`src/rtl/seq_pkg.sv`:
```
// seq_pkg: shared state encoding, sizing defaults and tempo limits for the
// beat sequencer and its pattern store.
package seq_pkg;

    // State codes are visible on the LED output, so the numbering is fixed.
    typedef enum logic [1:0] {
        ST_IDLE   = 2'd0,
        ST_LOAD   = 2'd1,
        ST_PLAY   = 2'd2,
        ST_RECORD = 2'd3
    } seq_state_t;

    localparam int SEQ_STEPS  = 16;
    localparam int SEQ_NOTE_W = 4;

    localparam logic [7:0] BPM_MIN     = 8'd30;
    localparam logic [7:0] BPM_MAX     = 8'd240;
    localparam logic [7:0] BPM_DEFAULT = 8'd60;

    // Tick generator needs beat -> max_count -> count, one cycle each.
    localparam int LOAD_CYCLES = 3;

    function automatic logic [7:0] clamp_bpm(input logic [7:0] bpm);
        logic [7:0] result;
        result = bpm;
        if (bpm < BPM_MIN) begin
            result = BPM_MIN;
        end else if (bpm > BPM_MAX) begin
            result = BPM_MAX;
        end
        return result;
    endfunction

endpackage

```
`src/rtl/seq_pattern_ram.sv`:
```
// seq_pattern_ram: STEPS x (valid + note) pattern store.
// One synchronous write port, one asynchronous read port. Reset clears only
// the valid bits; a slot whose valid bit is low is a rest and its note field
// is never looked at.
module seq_pattern_ram
    import seq_pkg::*;
#(
    parameter int STEPS  = SEQ_STEPS,
    parameter int NOTE_W = SEQ_NOTE_W,
    localparam int ADDR_W = $clog2(STEPS)
) (
    input  logic              i_clk,
    input  logic              i_reset,
    input  logic              i_we,
    input  logic [ADDR_W-1:0] i_waddr,
    input  logic              i_wvalid,
    input  logic [NOTE_W-1:0] i_wnote,
    input  logic [ADDR_W-1:0] i_raddr,
    output logic              o_rvalid,
    output logic [NOTE_W-1:0] o_rnote
);

    logic [STEPS-1:0]  r_valid;
    logic [NOTE_W-1:0] r_note [STEPS];

    // Valid bits: cleared by reset, updated on every write.
    always_ff @(posedge i_clk) begin
        if (!i_reset) begin
            r_valid <= '0;
        end else if (i_we) begin
            r_valid[i_waddr] <= i_wvalid;
        end
    end

    // Note field: no reset needed, only meaningful when its valid bit is set.
    always_ff @(posedge i_clk) begin
        if (i_we) begin
            r_note[i_waddr] <= i_wnote;
        end
    end

    assign o_rvalid = r_valid[i_raddr];
    assign o_rnote  = r_note[i_raddr];

endmodule

```
`src/rtl/beat_sequencer.sv`:
```
// beat_sequencer: tempo-driven 16-step note sequencer.
// Configures and gates the beat tick generator, plays the stored pattern to
// the tone generator on each tick, or records live key presses into it.
// Build option: define SEQ_LOOP_EN to wrap the pattern endlessly; otherwise
// the pass ends after the last step and the FSM returns to IDLE.
//
// state  | meaning
// -------+----------------------------------------------------------------
// IDLE   | stopped; bpm_set accepted, waits for play/rec
// LOAD   | load_bpm held for LOAD_CYCLES, then enters the target state
// PLAY   | each tick plays slot[step] (or silences a rest), step advances
// RECORD | live notes echoed and held pending; each tick writes the slot
module beat_sequencer
    import seq_pkg::*;
#(
    parameter int STEPS       = SEQ_STEPS,
    parameter int NOTE_W      = SEQ_NOTE_W,
    parameter int GATE_CYCLES = 5_000_000,
    localparam int STEP_W     = $clog2(STEPS)
) (
    input  logic              i_clk,
    input  logic              i_reset,
    input  logic              i_play_btn,
    input  logic              i_rec_btn,
    input  logic              i_stop_btn,
    input  logic              i_bpm_set,
    input  logic [7:0]        i_bpm_in,
    input  logic              i_tick,
    input  logic              i_note_valid,
    input  logic [NOTE_W-1:0] i_note_in,
    output logic              o_load_bpm,
    output logic [7:0]        o_bpm_out,
    output logic              o_play_en,
    output logic              o_note_on,
    output logic [NOTE_W-1:0] o_note_out,
    output logic [STEP_W-1:0] o_step,
    output logic [1:0]        o_state
);

    localparam int GATE_W = (GATE_CYCLES > 1) ? $clog2(GATE_CYCLES) : 1;
    localparam int LCNT_W = $clog2(LOAD_CYCLES);
    localparam logic [GATE_W-1:0] GATE_RELOAD = GATE_W'(GATE_CYCLES - 1);
    localparam logic [LCNT_W-1:0] LOAD_RELOAD = LCNT_W'(LOAD_CYCLES - 1);

    seq_state_t        r_state;
    seq_state_t        r_target;
    logic [LCNT_W-1:0] r_load_cnt;
    logic [STEP_W-1:0] r_step;
    logic [7:0]        r_bpm;
    logic [GATE_W-1:0] r_gate_cnt;
    logic              r_note_on;
    logic [NOTE_W-1:0] r_note_out;
    logic              r_pend_valid;
    logic [NOTE_W-1:0] r_pend_note;

    seq_state_t        w_state_nx;
    seq_state_t        w_target_nx;
    logic [LCNT_W-1:0] w_load_cnt_nx;
    logic [STEP_W-1:0] w_step_nx;
    logic              w_advance;
    logic              w_bpm_latch;
    logic              w_gate_start;
    logic              w_gate_clear;
    logic              w_note_load;
    logic [NOTE_W-1:0] w_note_nx;
    logic              w_pend_set;
    logic              w_pend_clear;
    logic              w_we;
    logic              w_rd_valid;
    logic [NOTE_W-1:0] w_rd_note;
    logic              w_wr_valid;
    logic [NOTE_W-1:0] w_wr_note;

    // A press coincident with the closing tick still belongs to that window.
    assign w_wr_valid = i_note_valid | r_pend_valid;
    assign w_wr_note  = i_note_valid ? i_note_in : r_pend_note;

    seq_pattern_ram #(
        .STEPS  (STEPS),
        .NOTE_W (NOTE_W)
    ) u_pattern (
        .i_clk    (i_clk),
        .i_reset  (i_reset),
        .i_we     (w_we),
        .i_waddr  (r_step),
        .i_wvalid (w_wr_valid),
        .i_wnote  (w_wr_note),
        .i_raddr  (r_step),
        .o_rvalid (w_rd_valid),
        .o_rnote  (w_rd_note)
    );

    // FSM state, LOAD target, LOAD timer and pattern pointer.
    always_ff @(posedge i_clk) begin
        if (!i_reset) begin
            r_state    <= ST_IDLE;
            r_target   <= ST_PLAY;
            r_load_cnt <= '0;
            r_step     <= '0;
        end else begin
            r_state    <= w_state_nx;
            r_target   <= w_target_nx;
            r_load_cnt <= w_load_cnt_nx;
            r_step     <= w_step_nx;
        end
    end

    // Next-state decode and per-state control strobes; stop overrides all.
    always_comb begin
        w_state_nx    = r_state;
        w_target_nx   = r_target;
        w_load_cnt_nx = r_load_cnt;
        w_step_nx     = r_step;
        w_advance     = 1'b0;
        w_bpm_latch   = i_bpm_set && (r_state == ST_IDLE);
        w_gate_start  = 1'b0;
        w_gate_clear  = 1'b0;
        w_note_load   = 1'b0;
        w_note_nx     = r_note_out;
        w_pend_set    = 1'b0;
        w_pend_clear  = 1'b0;
        w_we          = 1'b0;
        o_load_bpm    = (r_state == ST_LOAD);
        o_play_en     = (r_state == ST_PLAY) || (r_state == ST_RECORD);

        if (i_stop_btn) begin
            w_state_nx   = ST_IDLE;
            w_step_nx    = '0;
            w_gate_clear = 1'b1;
            w_pend_clear = 1'b1;
        end else begin
            case (r_state)
                ST_IDLE: begin
                    if (i_rec_btn) begin
                        w_state_nx    = ST_LOAD;
                        w_target_nx   = ST_RECORD;
                        w_load_cnt_nx = LOAD_RELOAD;
                    end else if (i_play_btn) begin
                        w_state_nx    = ST_LOAD;
                        w_target_nx   = ST_PLAY;
                        w_load_cnt_nx = LOAD_RELOAD;
                    end
                end
                ST_LOAD: begin
                    w_pend_clear = 1'b1;
                    if (r_load_cnt == '0) begin
                        w_state_nx = r_target;
                        w_step_nx  = '0;
                    end else begin
                        w_load_cnt_nx = r_load_cnt - LCNT_W'(1);
                    end
                end
                ST_PLAY: begin
                    if (i_tick) begin
                        if (w_rd_valid) begin
                            w_note_load  = 1'b1;
                            w_note_nx    = w_rd_note;
                            w_gate_start = 1'b1;
                        end else begin
                            w_gate_clear = 1'b1;
                        end
                        w_advance = 1'b1;
                    end
                end
                ST_RECORD: begin
                    if (i_note_valid) begin
                        w_pend_set   = 1'b1;
                        w_note_load  = 1'b1;
                        w_note_nx    = i_note_in;
                        w_gate_start = 1'b1;
                    end
                    if (i_tick) begin
                        w_we         = 1'b1;
                        w_pend_clear = 1'b1;
                        w_advance    = 1'b1;
                    end
                end
                default: begin
                    w_state_nx = ST_IDLE;
                end
            endcase

            if (w_advance) begin
`ifdef SEQ_LOOP_EN
                w_step_nx = r_step + STEP_W'(1);
`else
                if (r_step == STEP_W'(STEPS - 1)) begin
                    w_state_nx = ST_IDLE;
                    w_step_nx  = '0;
                end else begin
                    w_step_nx = r_step + STEP_W'(1);
                end
`endif
            end
        end
    end

    // Tempo register, clamped to the supported range as it is latched.
    always_ff @(posedge i_clk) begin
        if (!i_reset) begin
            r_bpm <= BPM_DEFAULT;
        end else if (w_bpm_latch) begin
            r_bpm <= clamp_bpm(i_bpm_in);
        end
    end

    // Note gate: down-counter; note_on covers the load cycle plus the
    // countdown, so a retrigger keeps it high with no gap.
    always_ff @(posedge i_clk) begin
        if (!i_reset) begin
            r_gate_cnt <= '0;
            r_note_on  <= 1'b0;
            r_note_out <= '0;
        end else begin
            if (w_note_load) begin
                r_note_out <= w_note_nx;
            end
            if (w_gate_start) begin
                r_gate_cnt <= GATE_RELOAD;
                r_note_on  <= 1'b1;
            end else if (w_gate_clear) begin
                r_gate_cnt <= '0;
                r_note_on  <= 1'b0;
            end else begin
                r_note_on <= (r_gate_cnt != '0);
                if (r_gate_cnt != '0) begin
                    r_gate_cnt <= r_gate_cnt - GATE_W'(1);
                end
            end
        end
    end

    // Pending live note for the current record window; clearing wins so a
    // press on the closing tick does not leak into the next window.
    always_ff @(posedge i_clk) begin
        if (!i_reset) begin
            r_pend_valid <= 1'b0;
            r_pend_note  <= '0;
        end else if (w_pend_clear) begin
            r_pend_valid <= 1'b0;
        end else if (w_pend_set) begin
            r_pend_valid <= 1'b1;
            r_pend_note  <= i_note_in;
        end
    end

    assign o_bpm_out  = r_bpm;
    assign o_note_on  = r_note_on;
    assign o_note_out = r_note_out;
    assign o_step     = r_step;
    assign o_state    = r_state;

endmodule

```
`config.mk`:
```
export PLATFORM = sky130hd
export DESIGN_NAME = beat_sequencer
export DESIGN_NICKNAME = d
export VERILOG_FILES = /design/src/rtl/seq_pkg.sv /design/src/rtl/seq_pattern_ram.sv /design/src/rtl/beat_sequencer.sv
export SDC_FILE = /design/constraint.sdc
export NUM_CORES = 1
export LEC_CHECK = 0
export ABC_AREA = 1
export BUFFER_PORTS_ARGS = -buffer_cell sky130_fd_sc_hd__buf_2
export CORE_MARGIN = 2
export CORE_UTILIZATION = 41
export DETAILED_ROUTE_END_ITERATION = 8
export PLACE_DENSITY_LB_ADDON = 0.25
export SETUP_SLACK_MARGIN = 0.2
export SYNTH_ARGS = -nofsm -noshare
export SYNTH_HDL_FRONTEND = slang
export SYNTH_SLANG_ARGS = --single-unit
```
`constraint.sdc`:
```
create_clock -name i_clk -period 4.7 [get_ports i_clk]
set_input_delay 0.47 -clock i_clk [delete_from_list [all_inputs] [get_ports i_clk]]
set_output_delay 0.47 -clock i_clk [all_outputs]
set_load 0.01 [all_outputs]
```
==> results of run 1 <==
flip-flops by register name (all words and copies together), names as in the netlist, named ones only:
name and flops:
u_pattern.r_note 64, r_gate_cnt 23, u_pattern.r_valid 16, r_pend_note 4
o_bpm_out 8, o_note_out 4, r_pend_valid 1, o_state 2
r_load_cnt 2, o_step 4, o_note_on 1, r_target 1
how the worst max path moves through the flow:
stage / slack, ns / from / depth (start not counted) / to
2_1_floorplan: 2.98 / o_state[1] / 9 / u_pattern.r_note[11][0]
3_3_place_gp: 2.14 / flip-flop / 9 / o_note_out[3]
3_5_place_dp: 1.93 / flip-flop / 9 / o_note_out[3]
4_1_cts: 1.89 / flip-flop / 9 / o_note_out[3]
5_1_grt: 1.58 / flip-flop / 9 / o_note_out[3]
6_report: 1.93 / flip-flop / 9 / o_note_out[3]
through the flow:
step	instance area (sq um)	hold slack (ns)	setup WS [ns]	util, %
2_1_floorplan	5980	0.433	2.98	-
3_3_place_gp	6340	0.444	2.14	44.1
3_5_place_dp	6340	0.464	1.93	44.1
4_1_cts	6950	0.307	1.89	48.4
5_1_grt	6950	0.330	1.58	48.4
6_report	6950	0.324	1.93	48.4
tightest hold or removal path, cell delays in order:
cell and delay, ns:
buf_2 0.11, nand2_1 0.06, a21oi_1 0.05
power by group through the flow:
stage	sequential [uW]	combinational [uW]	clock, uW
final	1420	1160	1380
after detailed placement	1440	1150	0
after CTS	1420	1160	1400
after floorplan	1430	931	0
after global routing	1440	1330	1450
after global placement	1440	1130	0
layout make-up:
cell class / instances / area share, %
Clock inverter: 13 / 2.61
Sequential cell: 134 / 47.8
Multi-Input combinational cell: 468 / 32.7
Timing Repair Buffer: 44 / 3.31
Inverter: 74 / 4.01
Clock buffer: 19 / 6.23
Tap cell: 184 / 3.31
logic make-up (layout without fill, tap and decap cells):
kind of cell | Yosys count | count (layout) | synth area share, %
adder cells (fa/ha/maj) | 6 | 6 | 1.26
AND/OR/NAND/NOR | 314 | 314 | 22.1
XOR/XNOR | 16 | 16 | 2.34
flip-flops | 134 | 134 | 55.6
buffers and inverters | 96 | 150 | 6.38
AO/OA/AOI/OAI | 132 | 132 | 12.4
synth_stat cells, drive strengths merged:
master	instances	area, sq um
nand3	25	130
nor2	153	579
a41oi	1	8.76
edfxtp	64	1920
o21a	2	15.0
xnor2	8	70.1
xor2	8	70.1
nor4	3	25.0
a211oi	1	7.51
nand4	10	62.6
or2	2	12.5
buf	8	50.0
o211ai	20	150
nor3	26	135
clkinv	2	8.75
o21ai	78	394
ha	6	75.1
nand2	95	374
a21oi	29	156
dfxtp	70	1400
o31ai	1	7.51
clkbuf	14	52.6
inv	72	270
per-layer routing:
metal / global-route usage, % / vias to the layer above
met5: 0 / -
met3: 5.11 / 28
met2: 30.4 / 140
li1: - / 2423
met4: 8.46 / 0
met1: 23.0 / 2236
==> results.py, run 1 <==
metrics = {
    "placed_design": {
        "place_inst": 904,
        "gp_congestion": 0.869,
        "io_buffers": 40,
        "dpl.hpwl_mm": 9.94,
    },
    "synth": {
        "synth-seq-area-share_pct": 55.6,
        "syn_area_sq_um": 5980,
        "synth_warnings": 0,
        "synth_cell_type_count": 37,
        "synthCells": 698,
        "avgSynthCellArea_sq_um": 8.56,
        "synth-seq-cells": 134,
        "synth_nets": 724,
    },
    "power": {
        "switching_share_pct": 33.2,
        "clkPwrFrac_pct": 34.9,
        "p_leak_uw": 0.00281,
        "combinationalPowerShare_pct": 29.3,
        "finalPower_uw": 3960,
        "intPower_uw": 2650,
        "seq_power_share_pct": 35.9,
        "p_sw_uw": 1310,
        "ir_drop_uv": 466,
        "power_density_nw_per_um2": 570,
    },
    "clock_tree": {
        "cts_resized": 0,
        "htreeDepth": 4,
        "cts.sinks": 134,
        "numCtsBuffers": 17,
        "cts_tree": "done",
        "cts.reportedPaths.clkPinSlew_ns": 0.06,
        "clock_latency_ns": 0.42,
        "ctsRootBufferMaster": "clkbuf_16",
        "clockBufferDepth": 2,
        "postCtsSetupRepairBufs": 0,
        "hold_buffers": 0,
    },
    "die": {
        "dieArea_sq_um": 15600,
        "rows": 44,
        "ioPinCount": 41,
        "initial_core_util_pct": 41.6,
        "die_x_microns": 125,
        "die_y_microns": 125,
        "coreArea_sq_um": 14400,
    },
    "detailed_routing": {
        "firstDrtPassIters": 4,
        "avgRoutedWirePerCell_microns": 15.1,
        "ant_nets": 0,
        "vias_per_cell": 5.16,
        "wl_met2_mm": 6.61,
        "wl_met1_mm": 6.44,
        "highest_layer": "met4",
        "drt_iter0_markers": 391,
        "wl_met3_microns": 696,
        "drc": 0,
        "num_vias": 4827,
        "finalWirelength_mm": 14.1,
    },
    "finish": {
        "ff_latch_area_sq_um": 3320,
        "layout.cells.non_filler": 936,
        "nNetsFinal": 765,
        "syn_to_final_growth_pct": 16.3,
        "drive_above_1_share_pct": 12.0,
        "antennaDiodeCount": 0,
        "mostFrequentLayoutCell": "nor2_1",
        "multi_input_area_sq_um": 2270,
        "n_fill_cell": 1327,
        "layout_common_cells": "151 x nor2_1, 90 x nand2_1, 70 x o21ai_0, 70 x dfxtp_1, 69 x inv_1",
    },
    "grt": {
        "grt_max_degree": 37,
        "grt_pass1_vias": 4759,
        "grt_pass1_wl_mm": 22.9,
        "antenna_found_initial": 0,
        "grt-ovfl-total": 0,
        "grt_usage_pct": 18.6,
    },
    "worst_setup_path": {
        "worstPathArrival_ns": 3.08,
        "rr_worst_depth": 9,
        "worst-path-buf-inv": 1,
        "cp_max_fo": 33,
        "worst_setup_path_start_kind": "flip-flop",
        "worstPathCellList": "inv_1 > o21ai_0 > o21ai_0 > o211ai_1 > nand2_1 > nand2_1 > o21ai_1 > nor2_1 > nor2_1",
        "worstPathRequired_ns": 5.01,
        "cp_slowest_cell": "dfxtp_1",
        "regToRegSetupSlack_ns": 1.93,
        "crit_family": "flip-flops",
        "rr_endpoint": "o_note_out[3]",
        "path_class": "reg2reg",
        "endpoint_kind": "flip-flop",
        "critPathMaxStageDelay_ns": 0.96,
    },
    "timing": {
        "final-setup-viol-count": 0,
        "maxSlewHeadroom_pct": 34.9,
        "tightest_slew_ns": 0.976,
        "setup_tns_ns": 0,
        "period_minus_slack_ns": 2.77,
        "timing.clock.skew_ns": 0.00746,
        "hold_viol": 0,
        "final_max_slew_viol_count": 0,
        "timing.final.crit_share_pct": 59.0,
        "fmax_mhz": 361,
        "rsz0062_at_grt": "false",
    },
    "status": {
        "outcome": "finished clean",
    },
    "job": {
        "cap_violations": 0,
    },
    "worst_hold_path": {
        "min_to": "r_target[0]",
        "min-delay-start": "i_rec_btn",
        "holdPathStages": 3,
        "hold_path_class": "in2reg",
    },
}
Power figures use the tool's default switching activity.
==> run 2: changes to the inputs <==
==> constraint.sdc (replaced) <==
create_clock -name i_clk -period 2.4 [get_ports i_clk]
set_input_delay 0.24 -clock i_clk [delete_from_list [all_inputs] [get_ports i_clk]]
set_output_delay 0.24 -clock i_clk [all_outputs]
set_load 0.01 [all_outputs]
==> results.py, run 2 (synthesized netlist as in run 1, its figures left out) <==
metrics = {
    "status": {
        "outcome": "finished clean",
    },
    "placed_design": {
        "place_inst": 913,
        "preCtsSetupSlack_ns": 0.318,
        "dpl.hpwl_mm": 9.84,
        "io_buffers": 40,
        "gp_congestion": 0.877,
    },
    "worst_setup_path": {
        "cp-startpoint": "r_gate_cnt[0]",
        "worstPathArrival_ns": 2.34,
        "endpoint_kind": "flip-flop",
        "worst_setup_path_start_kind": "flip-flop",
        "r2r-start": "r_gate_cnt[0]",
        "path_class": "reg2reg",
        "cp_max_fo": 4,
        "worstPathRequired_ns": 2.72,
    },
    "power": {
        "ir_drop_uv": 902,
        "p_leak_uw": 0.00284,
        "power_density_nw_per_um2": 1080,
    },
    "timing": {
        "fmax_mhz": 495,
        "maxSlewHeadroom_pct": 64.6,
        "rsz0062_at_grt": "false",
        "timing.final.crit_share_pct": 84.2,
        "period_minus_slack_ns": 2.02,
        "hold_viol": 0,
        "tightest_slew_ns": 0.531,
        "final-setup-viol-count": 0,
        "whs_ns": 0.0915,
        "final_max_slew_viol_count": 0,
        "timing.clock.skew_ns": 0.00662,
        "setup_tns_ns": 0,
        "fin_ws_ns": 0.378,
    },
    "clock_tree": {
        "cts.reportedPaths.clkPinSlew_ns": 0.06,
        "clock_latency_ns": 0.43,
        "ctsRootBufferMaster": "clkbuf_16",
        "hold_buffers": 0,
        "cts.sinks": 134,
        "postCtsSetupRepairBufs": 0,
        "numCtsBuffers": 17,
        "cts_tree": "done",
        "cts_resized": 0,
        "htreeDepth": 4,
        "clockBufferDepth": 2,
    },
    "grt": {
        "antenna_found_initial": 0,
        "grt_pass1_wl_mm": 22.9,
        "grt-ovfl-total": 0,
        "grt_pass1_vias": 4654,
        "grt_usage_pct": 18.8,
        "grt_max_degree": 36,
    },
    "finish": {
        "top_regs": "u_pattern.r_note (64), r_gate_cnt (23), u_pattern.r_valid (16)",
        "antennaDiodeCount": 0,
        "top_register": "u_pattern.r_note",
        "multi_input_area_sq_um": 2300,
        "ff_latch_area_sq_um": 3330,
        "utilization_pct": 48.8,
        "n_fill_cell": 1328,
        "layout.cells.non_filler": 945,
        "nNetsFinal": 774,
        "layout_common_cells": "141 x nor2_1, 90 x nand2_1, 70 x o21ai_0, 69 x inv_1, 68 x dfxtp_1",
        "syn_to_final_growth_pct": 17.4,
        "largest_reg_flops": 64,
        "mostFrequentLayoutCell": "nor2_1",
        "drive_above_1_share_pct": 15.1,
    },
    "detailed_routing": {
        "vias_per_cell": 5.13,
        "finalWirelength_mm": 13.9,
        "num_vias": 4847,
        "drc": 0,
        "avgRoutedWirePerCell_microns": 14.8,
        "ant_nets": 0,
        "firstDrtPassIters": 5,
        "drt_iter0_markers": 381,
    },
    "worst_hold_path": {
        "hold_path_class": "in2reg",
        "min-delay-start": "i_bpm_in[0]",
    },
    "die": {
        "coreArea_sq_um": 14400,
        "die_y_microns": 125,
        "initial_core_util_pct": 41.6,
        "dieArea_sq_um": 15600,
        "rows": 44,
        "ioPinCount": 41,
        "die_x_microns": 125,
    },
    "job": {
        "cap_violations": 0,
    },
}
run 2: area by class of cell:
cell class | count | area share, %
clock inverter | 14 | 2.18
sequential | 134 | 47.4
multi-input combinational | 468 | 32.8
inverter | 74 | 3.98
clock buffer | 18 | 6.12
timing repair buffer | 53 | 4.24
tap | 184 | 3.28
run 2: metal layers:
metal	up-vias	wire [microns]	track usage [%]
li1	2430	-	-
met1	2274	6210	23.4
met2	118	6720	31.3
met3	25	692	4.64
met4	0	322	7.80
met5	-	0	0
run 2: per-stage QoR:
stage / power (uW) / area, sq um
after detailed placement: 5070 / 6400
after floorplan: 4620 / 5980
after CTS: 7590 / 6990
after global routing: 8090 / 7020
after global placement: 5030 / 6400
final: 7580 / 7020
run 2: final timing paths:
| path | end | slack, ns | depth (start not counted) |
|---|---|---|---|
| max | r_gate_cnt[18] | 0.38 | 10 |
| min | o_bpm_out[0] | 0.09 | 3 |
| max reg2reg | r_gate_cnt[18] | 0.38 | 10 |
| min reg2reg | r_load_cnt[1] | 0.46 | 2 |
run 2: worst max-delay path, stage by stage (launching register included):
cell and delay (ns):
dfxtp_1 0.32, inv_1 0.12, ha_1 0.24, nand2_1 0.11
nor2_1 0.21, nand2_2 0.13, nor2_1 0.23, nand4_1 0.17
xor2_1 0.16, nor2_1 0.06, o21a_1 0.16
run 2: where the power goes:
group	total, uW	internal, uW	switching [uW]
logic	2280	869	1410
registers	2780	2600	185
clock network	2520	1530	989
total	7580	5000	2590
